$ cat config.mk
export PLATFORM = sky130hd
export DESIGN_NAME = trigger_gen
export DESIGN_NICKNAME = d
export VERILOG_FILES = /design/src/rtl/trigger_gen.sv
export SDC_FILE = /design/constraint.sdc
export NUM_CORES = 1
export LEC_CHECK = 0
export CAP_MARGIN = 20
export CORE_UTILIZATION = 55
export DETAILED_ROUTE_END_ITERATION = 8
export MAX_ROUTING_LAYER = met4
export PLACE_DENSITY_LB_ADDON = 0.3
export SYNTH_ARGS = -nofsm -noshare
export SYNTH_HDL_FRONTEND = slang
export SYNTH_SLANG_ARGS = --single-unit
$ cat constraint.sdc
create_clock -name clk_i -period 5.2 [get_ports clk_i]
set_input_delay 1.04 -clock clk_i [delete_from_list [all_inputs] [get_ports clk_i]]
set_output_delay 1.04 -clock clk_i [all_outputs]
set_load 0.02 [all_outputs]
$ cat src/rtl/trigger_gen.sv
// Trigger request generator for the CPU: a debounced push-button or a programmable
// periodic timer raises trigger_o, which holds until the CPU acknowledges it.
module trigger_gen #(
    parameter int DEBOUNCE_CYCLES = 16,
    parameter int PERIOD_W        = 24,
    parameter int COUNT_W         = 8
) (
    input  logic                clk_i,
    input  logic                rst_i,
    input  logic                btn_i,
    input  logic                auto_en_i,
    input  logic [PERIOD_W-1:0] period_i,
    input  logic                ack_i,
    output logic                trigger_o,
    output logic                busy_o,
    output logic                miss_o,
    output logic [COUNT_W-1:0]  trig_count_o
);

    localparam int DB_W = (DEBOUNCE_CYCLES > 1) ? $clog2(DEBOUNCE_CYCLES) : 1;
    localparam logic [DB_W-1:0] DB_LAST = DB_W'(DEBOUNCE_CYCLES - 1);

    typedef enum logic [1:0] {
        IDLE = 2'd0,
        PEND = 2'd1,
        HOLD = 2'd2
    } state_t;

    state_t              state_q,   state_d;
    logic                sync1_q,   sync1_d;
    logic                sync2_q,   sync2_d;
    logic                btn_db_q,  btn_db_d;
    logic                btn_prev_q, btn_prev_d;
    logic [DB_W-1:0]     db_cnt_q,  db_cnt_d;
    logic [PERIOD_W-1:0] pc_q,      pc_d;
    logic                trigger_q, trigger_d;
    logic                busy_q,    busy_d;
    logic                miss_q,    miss_d;
    logic [COUNT_W-1:0]  count_q,   count_d;

    logic btn_s;
    logic btn_req;
    logic auto_run;
    logic auto_req;
    logic req;

    always_comb begin
        // NOTE: every _d gets a default first so no path through the block can infer a latch.
        state_d    = state_q;
        db_cnt_d   = '0;
        btn_db_d   = btn_db_q;
        pc_d       = '0;
        miss_d     = 1'b0;
        count_d    = count_q;

        sync1_d    = btn_i;
        sync2_d    = sync1_q;
        btn_s      = sync2_q;

        // The button level is accepted only after DEBOUNCE_CYCLES disagreeing samples in a row.
        if (btn_s != btn_db_q) begin
            if (db_cnt_q == DB_LAST) begin
                btn_db_d = btn_s;
            end else begin
                db_cnt_d = db_cnt_q + DB_W'(1);
            end
        end

        btn_prev_d = btn_db_q;
        btn_req    = btn_db_q & ~btn_prev_q;

        // The >= compare makes a shortened period fire immediately instead of overrunning.
        auto_run   = auto_en_i && (period_i != '0);
        auto_req   = auto_run && (pc_q >= (period_i - PERIOD_W'(1)));
        if (auto_run && !auto_req) begin
            pc_d = pc_q + PERIOD_W'(1);
        end

        req = btn_req | auto_req;

        unique case (state_q)
            IDLE: begin
                if (req) state_d = PEND;
            end
            PEND: begin
                miss_d = req;
                if (ack_i) begin
                    state_d = HOLD;
                    count_d = count_q + COUNT_W'(1);
                end
            end
            HOLD: begin
                miss_d  = req;
                state_d = IDLE;
            end
            default: state_d = IDLE;
        endcase

        trigger_d = (state_d == PEND);
        busy_d    = (state_d != IDLE);
    end

    // NOTE: state updates use <= so every flop samples the values from before this edge.
    always_ff @(posedge clk_i) begin
        if (rst_i) begin
            state_q    <= IDLE;
            sync1_q    <= 1'b0;
            sync2_q    <= 1'b0;
            btn_db_q   <= 1'b0;
            btn_prev_q <= 1'b0;
            db_cnt_q   <= '0;
            pc_q       <= '0;
            trigger_q  <= 1'b0;
            busy_q     <= 1'b0;
            miss_q     <= 1'b0;
            count_q    <= '0;
        end else begin
            state_q    <= state_d;
            sync1_q    <= sync1_d;
            sync2_q    <= sync2_d;
            btn_db_q   <= btn_db_d;
            btn_prev_q <= btn_prev_d;
            db_cnt_q   <= db_cnt_d;
            pc_q       <= pc_d;
            trigger_q  <= trigger_d;
            busy_q     <= busy_d;
            miss_q     <= miss_d;
            count_q    <= count_d;
        end
    end

    assign trigger_o    = trigger_q;
    assign busy_o       = busy_q;
    assign miss_o       = miss_q;
    assign trig_count_o = count_q;

endmodule

[Word level (Yosys, flattened, before mapping)]
Cells that the tools add are included.
Word-level totals
  flip-flop bits (word level): 45
  ROM bits: 0
  logic and storage cells: 43
  output and inout bits: 11
  input bits: 29
  latch bits: 0
  RAM bits: 0
  memories kept: 0
Cells by class
  $mul: 0
  bitwise operators: 6
  add/subtract/negate cells: 4
  div/mod/pow operators: 0
  reductions and logical operators: 13
  shifts and indexed selects: 0
  equality and inequality tests: 5
  magnitude comparators: 1
  mux-type cells: 3
Operator list (count)
  adder 24 x 1 -> 24 bit (second input constant): 1
  greater-or-equal comparator 24 bit: 1
  nonzero test 24 bit: 1
  subtractor 24 x 1 -> 24 bit (second input constant): 1
  adder 8 x 1 -> 8 bit (second input constant): 1
  OR reduction 2 bit: 3
  adder 4 x 1 -> 4 bit (second input constant): 1
  equality test 2 x 1 -> 1 bit (second input constant): 2
  equality test 4 bit (second input constant): 1
  two-way mux 2 bit: 2
  NOT 1 bit: 4
  case mux 2 bit (2 select lines): 1
  AND reduction 2 bit: 2
  logical AND 1 bit: 3
  OR reduction 3 bit: 1
  equality test 2 bit (second input constant): 1
  zero test 2 bit: 1
  nonzero test 2 bit: 1
  bitwise AND 1 bit: 1
  zero test 1 bit: 1
  inequality test 1 bit: 1
  bitwise OR 1 bit: 1

[Longest topological paths before layout]
Gate-level depths: netlist of the first run.
  word-level depth: 7
  depth in mapped cells: 17
  mapped depth without buffers: 14

[Least setup slack after synthesis of the first run]
No wires, ideal clock.
  path type: input port to flip-flop
  start: in period_i[7]
  end: reg pc_q[16]
  cell stages on the path: 15
  path buffers: 3
  library setup time: 0.064 ns
  slack: 0.644 ns
  arrival time: 4.492 ns
  required time: 5.136 ns
  cells stage by stage: or4_4 -> or4_4 -> or4_1 -> buf_2 -> nor3_1 -> xnor2_1 -> ha_1 -> nand2_1 -> nor2_1 -> a211oi_1 -> o211ai_1 -> or4_1 -> buf_4 -> buf_6 -> nor2_1
Between the ends
  longest elaborated chain between the ends: 7
  elaborated cells on any way between the ends: 9
  classes of those cells: add/sub (1); order compare (1); bitwise (1); reduce/logical (6)
Ends and longest elaborated chain
  start: declaration: line 12  | input logic [PERIOD_W-1:0] period_i,
  subtractor 24 x 1 -> 24 bit or nonzero test 24 bit (tied branches): line 74, 73
  greater-or-equal comparator 24 bit or logical AND 1 bit (tied branches): line 74, 73
  logical AND 1 bit: line 74  | auto_req = auto_run && (pc_q >= (period_i - PERIOD_W'(1)));
  zero test 1 bit: line 75  | if (auto_run && !auto_req) begin
  logical AND 1 bit *: line 75
  NOT 1 bit (no source line) *
  OR reduction 2 bit (no source line) *
  end signal: assignment: line 124  | pc_q <= pc_d;
  end: declaration: line 35  | logic [PERIOD_W-1:0] pc_q, pc_d;
Mark *: on every way between the ends. The rest lies on a longest branch, timed or not.
A chain may end at the register's enable or synchronous reset.

[Final worst setup path of the first run]
  start: in period_i[7]
  end: reg pc_q[3]
Same word-level chain as after synthesis.

==> results.sh, run 1 <==
export IMPL_status="complete, no violations"
export IMPL_peakVddDrop_mv=0.240
export IMPL_crit_cells=14
export IMPL_dpl_hpwl_um=4520
export IMPL_antennaDiodeCount=0
export IMPL_vias_per_cell=5.47
export IMPL_synth_xor_area_share=0.161
export IMPL_synth_top_family_by_area="simple AND/OR/NAND/NOR gates"
export IMPL_fin_nets=438
export IMPL_crit_end="pc_q[3]"
export IMPL_setup_viol=0
export IMPL_drt_pre_antenna_iters=4
export IMPL_critPathLaunchType="primary input"
export IMPL_grt_max_degree=25
export IMPL_io_pins=40
export IMPL_ff2ff_path_depth=9
export IMPL_critPathMaxStageDelay_ps=560
export IMPL_hold_path_class="flop to flop"
export IMPL_crit_arrival_ps=5080
export IMPL_fin_skew_ps=8.59
export IMPL_cp_end_kind="flop"
export IMPL_final_cell_mix="nor2_1 (56), dfxtp_1 (45), clkdlybuf4s50_1 (39), xor2_1 (30), ha_1 (30)"
export IMPL_timing_fmax_mhz=206
export IMPL_grt_pass1_vias=2305
export IMPL_drc=0
export IMPL_p_per_area_mw_per_mm2=201
export IMPL_leakage_nw=1.31
export IMPL_finalWeightedCongestion=0.866
export IMPL_cts_buffers=5
export IMPL_hold_viol=0
export IMPL_place_inst=439
export IMPL_globalRouteOverflowTotal=0
export IMPL_synth_seq_cells=45
export IMPL_wl_per_cell_um=12.9
export IMPL_synth_cells=335
export IMPL_finalMaxSlewViolations=0
export IMPL_grt_antenna_before_repair=0
export IMPL_critPathKind="primary input to flop"
export IMPL_crit_chain="clkdlybuf4s50_1 -> or4_4 -> or4_4 -> or4_4 -> nor3_1 -> xnor2_1 -> ha_1 -> nand2_1 -> nor2_1 -> a211oi_1 -> o211ai_1 -> or4_1 -> buf_4 -> nor2_1"
export IMPL_cts_sinks=45
export IMPL_top_usage_layer="met2"
export IMPL_cp_required_ps=5430
export IMPL_rows=25
export IMPL_rsz0062_at_grt="false"
export IMPL_ys_types=41
export IMPL_cts_root_buf="clkbuf_8"
export IMPL_synth_edf_count=0
export IMPL_finalNonFillerCells=447
export IMPL_vias=2447
export IMPL_synthAdderAreaFrac=0.133
export IMPL_critical_path_top_delay_family="simple AND/OR/NAND/NOR gates"
export IMPL_cts_tree="yes"
export IMPL_synth_top_flop_cell="dfxtp_1"
export IMPL_synth_yosys_seq_area_share=0.318
export IMPL_avgSynthCellArea_um2=8.46
export IMPL_synth_simple_area_share=0.258
export IMPL_clkTransAtPathRegs_ps=80
export IMPL_worstPathMaxFanout=24
export IMPL_cts_setup_buffers=0
export IMPL_die_h_um=73.8
export IMPL_clock_latency_ps=300
export IMPL_synth_mux_area_frac=0.00353
export IMPL_cap_violations=0
export IMPL_crit_top_cell="or4_4"
export IMPL_initial_core_util=0.584
export IMPL_use_met1=0.297
export IMPL_final_common_cell="nor2_1"
export IMPL_grt_util_met2=0.414
export IMPL_die_w_um=73.8
export IMPL_period_minus_slack_ps=4850
export IMPL_gr_usage_met3=0.0412
export IMPL_coreArea_mm2=0.00485
export IMPL_fill_cells=395
export IMPL_r2r_end="pc_q[3]"
export IMPL_drt_total_wl_um=5770
export IMPL_cts_path_max_buffers=2
export IMPL_drtIter0Drc=94
export IMPL_fin_crit_sh=0.932
export IMPL_hold_ws_ps=467
export IMPL_slew_headroom=0.566
export IMPL_die_area_mm2=0.00544
export IMPL_crit_path_start="period_i[7]"
export IMPL_antenna_left=0
export IMPL_timing_rr_start="pc_q[0]"
export IMPL_drive_gt1_frac=0.0474
export IMPL_area_delta_synth_final_pct=20.8
export IMPL_syn_num_nets=394
export IMPL_synth_compound_area_frac=0.0954
export IMPL_place_port_buffers=39
export IMPL_yosys_warnings=0
export IMPL_r2r_setup_slack_ps=2360
export IMPL_h_tree_depth=2
export IMPL_netlist_area_mm2=0.00283
export IMPL_path_buf_inv=2
export IMPL_grt_use_total=0.242
export IMPL_crit_slowest_cell="or4_4"
export IMPL_worst_slew_pin_transition_ps=648
export IMPL_ys_async_sr_fraction=0
export IMPL_grt_pass1_wl_um=9920
-- per-layer routing --
metal | routed length, µm | part of all wire | vias to the layer above
met1 | 2830 | 0.49 | 1151
met3 | 171 | 0.030 | 8
met2 | 2710 | 0.47 | 31
li1 | - | - | 1257
met5 | 0 | 0 | -
met4 | 49 | 0.0085 | 0
-- metrics by stage --
stage / worst slack (ps) / setup TNS, ps / total power, W / cell area [µm²] / utilization
global route: 135 / 0 / 0.000711 / 3420 / 0.706
detailed placement: -96.4 / -1860 / 0.000426 / 3300 / 0.681
floorplan: 644 / 0 / 0.000391 / 2830 / -
global placement: 42.8 / 0 / 0.000424 / 3300 / 0.681
CTS: 202 / 0 / 0.000687 / 3420 / 0.705
finish: 353 / 0 / 0.000686 / 3420 / 0.706
-- cells in the mapped netlist (2+ instances only) --
cell type  instances  share of area
nor2_1            56          0.074
dfxtp_1           45           0.32
ha_1              30           0.13
xor2_1            30          0.093
xnor2_1           22          0.068
nand2_1           16          0.021
nand3_1           16          0.028
nor3_1            13          0.023
nand4_1           12          0.027
a21oi_1           11          0.019
inv_1             11          0.015
o21ai_0           11          0.019
nand2b_1           7          0.015
and3_1             6          0.013
nor2b_1            5          0.011
or4_1              5          0.013
clkbuf_1           4         0.0053
or3_1              4         0.0088
a21o_1             3         0.0079
a211oi_1           2         0.0053
buf_6              2         0.0079
nor4_1             2         0.0044
o21a_1             2         0.0053
o41a_1             2         0.0079
or4_4              2         0.0079
-- power breakdown --
part | switching, W | internal (W) | total [W]
clock | 0.000112 | 0.000157 | 0.000268
sequential | 0.00000263 | 0.000346 | 0.000349
combinational | 0.0000319 | 0.0000377 | 0.0000696
-- repair_timing --
action / in CTS / in global routing
setup endpoints to repair: 0 / 1
hold buffers: 0 / 0
gates resized for setup: 0 / 1
-- registers in the layout, indices dropped and copies added (netlist names) --
register      flops
pc_q             24
miss_o            1
sync1_q           1
trigger_o         1
btn_prev_q        1
btn_db_q          1
db_cnt_q          4
btn_s             1
trig_count_o      8
state_q           2
busy_o            1
-- how the worst min path moves through the flow --
stage,cells after the start,to,slack [ps],from
2_1_floorplan,1,btn_s,410,sync1_q
3_3_place_gp,1,db_cnt_q[0],430,db_cnt_q[0]
3_5_place_dp,1,btn_s,440,sync1_q
4_1_cts,1,btn_s,470,sync1_q
5_1_grt,1,btn_s,490,sync1_q
6_report,1,db_cnt_q[0],470,db_cnt_q[0]
-- logic make-up (layout without fill, tap and decap cells) --
family                   Yosys count  in the layout
AND/OR/NAND/NOR                  148            148
XOR/XNOR                          52             52
flip-flops                        45             45
AO/OA/AOI/OAI                     40             40
adder cells (fa/ha/maj)           30             30
buffers and inverters             19             64
multiplexers                       1              1
-- final cells by class --
type                            count  area (µm²)  share of cell area
Tap cell                           67        83.8              0.0245
Multi-Input combinational cell    271        1840               0.539
Sequential cell                    45         901               0.263
Clock inverter                      1        30.0             0.00878
Timing Repair Buffer               45         435               0.127
Clock buffer                        7        86.3              0.0252
Inverter                           11        41.3              0.0121
-- worst register-to-register path: cells and delay by family (launching register included) --
family          cells  cell delay (ps)
simple gates        3              720
fa+ha+maj           1              270
flops               1              550
compound gates      3              940
buf+inv             2              310
No activity file was read; power rests on OpenSTA's default activity.
==> run 2, diff against run 1 <==
--- a/config.mk
+++ b/config.mk
@@ -5,6 +5,7 @@
 export SDC_FILE = /design/constraint.sdc
 export NUM_CORES = 1
 export LEC_CHECK = 0
+export ABC_AREA = 1
 export CAP_MARGIN = 20
 export CORE_UTILIZATION = 55
 export DETAILED_ROUTE_END_ITERATION = 8
@@ -13,3 +14,4 @@
 export SYNTH_ARGS = -nofsm -noshare
 export SYNTH_HDL_FRONTEND = slang
 export SYNTH_SLANG_ARGS = --single-unit
+export TNS_END_PERCENT = 10
==> results.sh, run 2 <==
export IMPL_status="complete, no violations"
export IMPL_cts_resized=0
export IMPL_cts_root_buf="clkbuf_8"
export IMPL_drive_gt1_frac=0.118
export IMPL_fin_setup_tns_ps=0
export IMPL_fin_crit_sh=0.748
export IMPL_netlist_area_mm2=0.00312
export IMPL_netlist_area_leader_share=0.288
export IMPL_crit_chain="clkdlybuf4s50_1 -> inv_1 -> ha_1 -> nand2_2 -> nor2_4 -> nand3_4 -> nor2_4 -> nand3_2 -> nor2_1 -> nand2_1 -> xor2_1 -> inv_1 -> ha_1 -> nand2_1 -> o21ai_0 -> a21oi_1 -> nand3_2 -> nor2_2 -> nand2_4 -> nor3b_1"
export IMPL_synth_seq_cells=45
export IMPL_slew_headroom=0.697
export IMPL_io_pins=40
export IMPL_synthTopCellsByCount="nand2_1 (74), nor2_1 (60), inv_1 (49)"
export IMPL_hold_path_class="flop to flop"
export IMPL_rows=27
export IMPL_cts_path_max_buffers=2
export IMPL_cts_buffers=5
export IMPL_crit_arrival_ps=4110
export IMPL_grt_use_total=0.233
export IMPL_synth_top_flop_cell="dfxtp_1"
export IMPL_vias=2718
export IMPL_yosysTopAreaCell="dfxtp_1"
export IMPL_drtIter0Drc=61
export IMPL_rsz0062_at_grt="false"
export IMPL_antenna_left=0
export IMPL_cp_end_kind="flop"
export IMPL_ff2ff_path_depth=10
export IMPL_top_register="pc_q"
export IMPL_antennaDiodeCount=0
export IMPL_ys_top_cells_by_area="dfxtp_1 (29%), ha_1 (12%), nand2_1 (8.9%)"
export IMPL_period_minus_slack_ps=3890
export IMPL_coreArea_mm2=0.00547
export IMPL_synth_cells=424
export IMPL_cts_tree="yes"
export IMPL_die_h_um=77.4
export IMPL_finalNonFillerCells=540
export IMPL_wl_per_cell_um=11.8
export IMPL_fin_skew_ps=7.38
export IMPL_hp_start="sync1_q"
export IMPL_cts_setup_buffers=0
export IMPL_place_inst=532
export IMPL_final_common_cell="nand2_1"
export IMPL_ys_async_sr_fraction=0
export IMPL_synth_yosys_seq_area_share=0.288
export IMPL_timing_rr_start="pc_q[11]"
export IMPL_drc=0
export IMPL_critPathMaxStageDelay_ps=420
export IMPL_cap_violations=0
export IMPL_initial_core_util=0.571
export IMPL_synth_most_common_cell="nand2_1"
export IMPL_area_delta_synth_final_pct=18.2
export IMPL_vias_per_cell=5.03
export IMPL_critPathKind="primary input to flop"
export IMPL_timing_fmax_mhz=257
export IMPL_final_cell_mix="nand2_1 (74), nor2_1 (60), inv_1 (49), dfxtp_1 (45), clkdlybuf4s50_1 (39)"
export IMPL_placed_area_mm2=0.00358
export IMPL_die_w_um=77.4
export IMPL_drt_total_wl_um=6370
export IMPL_drt_pre_antenna_iters=4
export IMPL_dpl_worst_slack_ps=1000
export IMPL_crit_path_start="period_i[0]"
export IMPL_synth_edf_count=0
export IMPL_fin_nets=526
export IMPL_clkTransAtPathRegs_ps=80
export IMPL_largest_reg_flops=24
export IMPL_finalMaxSlewViolations=0
export IMPL_hold_path_depth=2
export IMPL_cp_required_ps=5420
export IMPL_grt_pass1_vias=2616
export IMPL_grt_max_degree=25
export IMPL_grt_pass1_wl_um=11000
export IMPL_critPathLaunchType="primary input"
export IMPL_finalWeightedCongestion=0.862
export IMPL_p_per_area_mw_per_mm2=185
export IMPL_leakage_nw=1.58
export IMPL_die_area_mm2=0.00598
export IMPL_ys_types=39
export IMPL_h_tree_depth=2
export IMPL_globalRouteOverflowTotal=0
export IMPL_setup_viol=0
export IMPL_final_area_mm2=0.00369
export IMPL_fill_cells=471
export IMPL_dpl_hpwl_um=5150
export IMPL_worst_slack_ps=1310
export IMPL_worst_slew_pin_transition_ps=452
export IMPL_avgSynthCellArea_um2=7.37
export IMPL_cts_sinks=45
export IMPL_place_port_buffers=39
export IMPL_hold_viol=0
export IMPL_crit_slowest_cell="clkdlybuf4s50_1"
export IMPL_syn_num_nets=483
export IMPL_grt_antenna_before_repair=0
export IMPL_peakVddDrop_mv=0.188
export IMPL_hold_ws_ps=411
export IMPL_yosys_warnings=0
export IMPL_cts_hold_buffers=0
export IMPL_worstPathMaxFanout=24
export IMPL_clock_latency_ps=300
==> run 2: cell types whose count changed in the layout (fill, tap and decap cells not counted), moves of 9 or more <==
cell and delta:
a21oi_1 +14, nand2_1 +58, xor2_1 -11, xnor2_1 -9, inv_1 +38, inv_2 +9
==> run 2: power by group <==
part	total, W	internal (W)	switching (W)	leakage (nW)
registers	0.000347	0.000346	0.00000130	0.363
logic	0.0000770	0.0000366	0.0000404	1.17
clock network	0.000261	0.000144	0.000116	0.0554
total	0.000685	0.000527	0.000158	1.58
==> run 2: metrics by stage <==
step,power [W],util
floorplan,0.000397,-
global placement,0.000430,0.654
detailed placement,0.000432,0.654
CTS,0.000691,0.675
global route,0.000714,0.675
finish,0.000685,0.675
==> run 2: layer usage <==
metal,track usage,share of wire,vias up
li1,-,-,1444
met4,0.0736,0.015,0
met3,0.0424,0.029,10
met1,0.257,0.45,1223
met5,-,0,-
met2,0.421,0.50,41
==> run 2: area by class of cell <==
| class | count | area, µm² | area share |
|---|---|---|---|
| multi-input combinational | 317 | 1980 | 0.535 |
| clock inverter | 2 | 38.8 | 0.0105 |
| tap | 72 | 90.1 | 0.0244 |
| timing repair buffer | 39 | 390 | 0.106 |
| inverter | 59 | 223 | 0.0603 |
| clock buffer | 6 | 72.6 | 0.0197 |
| sequential | 45 | 901 | 0.244 |
==> run 2: final timing paths <==
kind	slack [ps]	to
worst max-delay path	1310	pc_q[10]
worst min-delay path	410	btn_s
worst max register to register	3310	pc_q[10]
worst min register to register	410	btn_s
==> run 2: kinds of logic (layout without fill, tap and decap cells) <==
group                    count (synthesis)  in the layout  synth area share
flip-flops                              45             45             0.288
AND/OR/NAND/NOR                        214            214             0.351
AO/OA/AOI/OAI                           41             41            0.0717
buffers and inverters                   62            106            0.0785
XOR/XNOR                                32             32            0.0897
adder cells (fa/ha/maj)                 30             30             0.120
==> run 2: critical path, delay by kind of cell <==
| kind | cells | cell delay [ps] |
|---|---|---|
| buffers and inverters | 3 | 620 |
| adder cells (fa/ha/maj) | 2 | 480 |
| AO/OA/AOI/OAI | 2 | 270 |
| AND/OR/NAND/NOR | 12 | 1550 |
| XOR/XNOR | 1 | 140 |
==> run 3, diff against run 2 <==
--- a/config.mk
+++ b/config.mk
@@ -7,7 +7,7 @@
 export LEC_CHECK = 0
 export ABC_AREA = 1
 export CAP_MARGIN = 20
-export CORE_UTILIZATION = 55
+export CORE_UTILIZATION = 51
 export DETAILED_ROUTE_END_ITERATION = 8
 export MAX_ROUTING_LAYER = met4
 export PLACE_DENSITY_LB_ADDON = 0.3
==> constraint.sdc (replaced) <==
create_clock -name clk_i -period 3.5 [get_ports clk_i]
set_input_delay 0.7 -clock clk_i [delete_from_list [all_inputs] [get_ports clk_i]]
set_output_delay 0.7 -clock clk_i [all_outputs]
set_load 0.02 [all_outputs]
==> results.sh, run 3 (same netlist as run 2, synthesis figures left out) <==
export IMPL_status="complete, no violations"
export IMPL_die_h_um=80.3
export IMPL_drive_gt1_frac=0.223
export IMPL_critPathMaxStageDelay_ps=440
export IMPL_cp_required_ps=3740
export IMPL_worst_slew_pin_transition_ps=502
export IMPL_drt_pre_antenna_iters=4
export IMPL_leakage_nw=1.79
export IMPL_grt_use_total=0.215
export IMPL_dpl_hpwl_um=5050
export IMPL_clock_latency_ps=310
export IMPL_globalRouteOverflowTotal=0
export IMPL_vias_per_cell=5.06
export IMPL_clkTransAtPathRegs_ps=90
export IMPL_crit_chain="clkdlybuf4s50_1 -> buf_4 -> nor2_1 -> nand2_1 -> nor2_4 -> nand3_4 -> nor3_4 -> nand2_1 -> xor2_1 -> inv_1 -> ha_4 -> nand2_4 -> nor2_4 -> nand2_2 -> inv_1 -> nand2_2 -> nand3_4 -> nor2_4 -> nand2_4 -> nor3b_2"
export IMPL_fin_crit_sh=0.938
export IMPL_critPathKind="primary input to flop"
export IMPL_finalWeightedCongestion=0.840
export IMPL_drt_total_wl_um=6820
export IMPL_hold_path_depth=2
export IMPL_grt_max_degree=25
export IMPL_slew_headroom=0.664
export IMPL_die_area_mm2=0.00644
export IMPL_r2r_end="pc_q[10]"
export IMPL_hold_ws_ps=414
export IMPL_timing_fmax_mhz=304
export IMPL_grt_pass1_wl_um=10800
export IMPL_final_common_cell="nand2_1"
export IMPL_hold_path_class="flop to flop"
export IMPL_die_w_um=80.3
export IMPL_largest_reg_flops=24
export IMPL_final_cell_mix="nand2_1 (67), nor2_1 (57), inv_1 (48), dfxtp_1 (45), clkdlybuf4s50_1 (36)"
export IMPL_cp_end_kind="flop"
export IMPL_rows=28
export IMPL_fin_setup_tns_ps=0
export IMPL_place_port_buffers=39
export IMPL_cts_buffers=5
export IMPL_fin_skew_ps=7.10
export IMPL_timing_rr_start="pc_q[11]"
export IMPL_whs_endpoint="btn_s"
export IMPL_drc=0
export IMPL_cts_root_buf="clkbuf_8"
export IMPL_cts_hold_buffers=0
export IMPL_cap_violations=0
export IMPL_cts_tree="yes"
export IMPL_crit_slowest_cell="clkdlybuf4s50_1"
export IMPL_hold_viol=0
export IMPL_finalMaxSlewViolations=0
export IMPL_crit_arrival_ps=3530
export IMPL_antennaDiodeCount=0
export IMPL_critPathLaunchType="primary input"
export IMPL_grt_antenna_before_repair=0
export IMPL_hp_start="sync1_q"
export IMPL_area_delta_synth_final_pct=31.3
export IMPL_p_per_area_mw_per_mm2=243
export IMPL_top_register="pc_q"
export IMPL_vias=2901
export IMPL_crit_top_cell="nor2_4"
export IMPL_drtIter0Drc=106
export IMPL_antenna_left=0
export IMPL_peakVddDrop_mv=0.273
export IMPL_worstPathMaxFanout=6
export IMPL_io_pins=40
export IMPL_r2r_setup_slack_ps=1560
export IMPL_h_tree_depth=2
export IMPL_fin_nets=556
export IMPL_ff2ff_path_depth=12
export IMPL_cts_path_max_buffers=2
export IMPL_coreArea_mm2=0.00592
export IMPL_setup_viol=0
export IMPL_cts_sinks=45
export IMPL_grt_pass1_vias=2663
export IMPL_worst_slack_ps=215
export IMPL_wl_per_cell_um=11.9
export IMPL_dpl_worst_slack_ps=-236
export IMPL_initial_core_util=0.527
export IMPL_period_minus_slack_ps=3280
[run 3: changes by cell type in the layout (fill, tap and decap cells not counted), moves of 4 or more]
cell,change
ha_1,-5
nand2_2,+5
nand2_4,+4
ha_4,+5
nor2_4,+4
buf_4,+28
nand2_1,-7
[run 3: through the flow]
step | area (µm²) | power (W) | util | cells
6_report | 4100 | 0.000996 | 0.693 | 573
2_1_floorplan | 3120 | 0.000590 | - | 424
4_1_cts | 3880 | 0.000987 | 0.656 | 570
5_1_grt | 4100 | 0.00104 | 0.693 | 573
3_3_place_gp | 3790 | 0.000653 | 0.640 | 562
3_5_place_dp | 3790 | 0.000657 | 0.640 | 562
[run 3: routing by layer]
layer	vias up	part of all wire	GRT usage
met5	-	0	-
met4	0	0.0081	0.0571
met3	7	0.050	0.0341
met2	55	0.51	0.384
met1	1332	0.43	0.250
li1	1507	-	-
[run 3: report_power, final]
group / switching, W / total (W) / internal [W]
clock: 0.000190 / 0.000334 / 0.000144
combinational: 0.0000727 / 0.000146 / 0.0000731
sequential: 0.00000176 / 0.000516 / 0.000514
[run 3: repair_timing]
action | CTS | global route
buffers inserted | 0 | 1
setup endpoints to repair | 0 | 27
resized for setup | 0 | 42
[run 3: cell type report]
| type | instances | area [µm²] |
|---|---|---|
| clock buffers | 5 | 68.8 |
| clock inverters | 3 | 25.0 |
| fillers | 482 | 1820 |
| inverters | 59 | 223 |
| multi-input cells | 319 | 2180 |
| flip-flops and latches | 45 | 901 |
| well taps | 75 | 93.8 |
| repair buffers | 67 | 608 |
[run 3: how the worst max path moves through the flow]
stage,start,cells past startpoint,slack [ps],to
finish,period_i[6],20,220,pc_q[10]
global route,period_i[6],20,-9,pc_q[10]
CTS,period_i[0],22,90,pc_q[22]
detailed placement,period_i[0],22,-240,pc_q[22]
global placement,period_i[0],22,-120,pc_q[20]
floorplan,period_i[0],20,400,pc_q[3]
[run 3: critical path, delay by kind of cell]
| kind | cells | cell delay (ps) |
|---|---|---|
| XOR/XNOR | 1 | 140 |
| adder cells (fa/ha/maj) | 1 | 230 |
| AND/OR/NAND/NOR | 14 | 1710 |
| buffers and inverters | 4 | 750 |
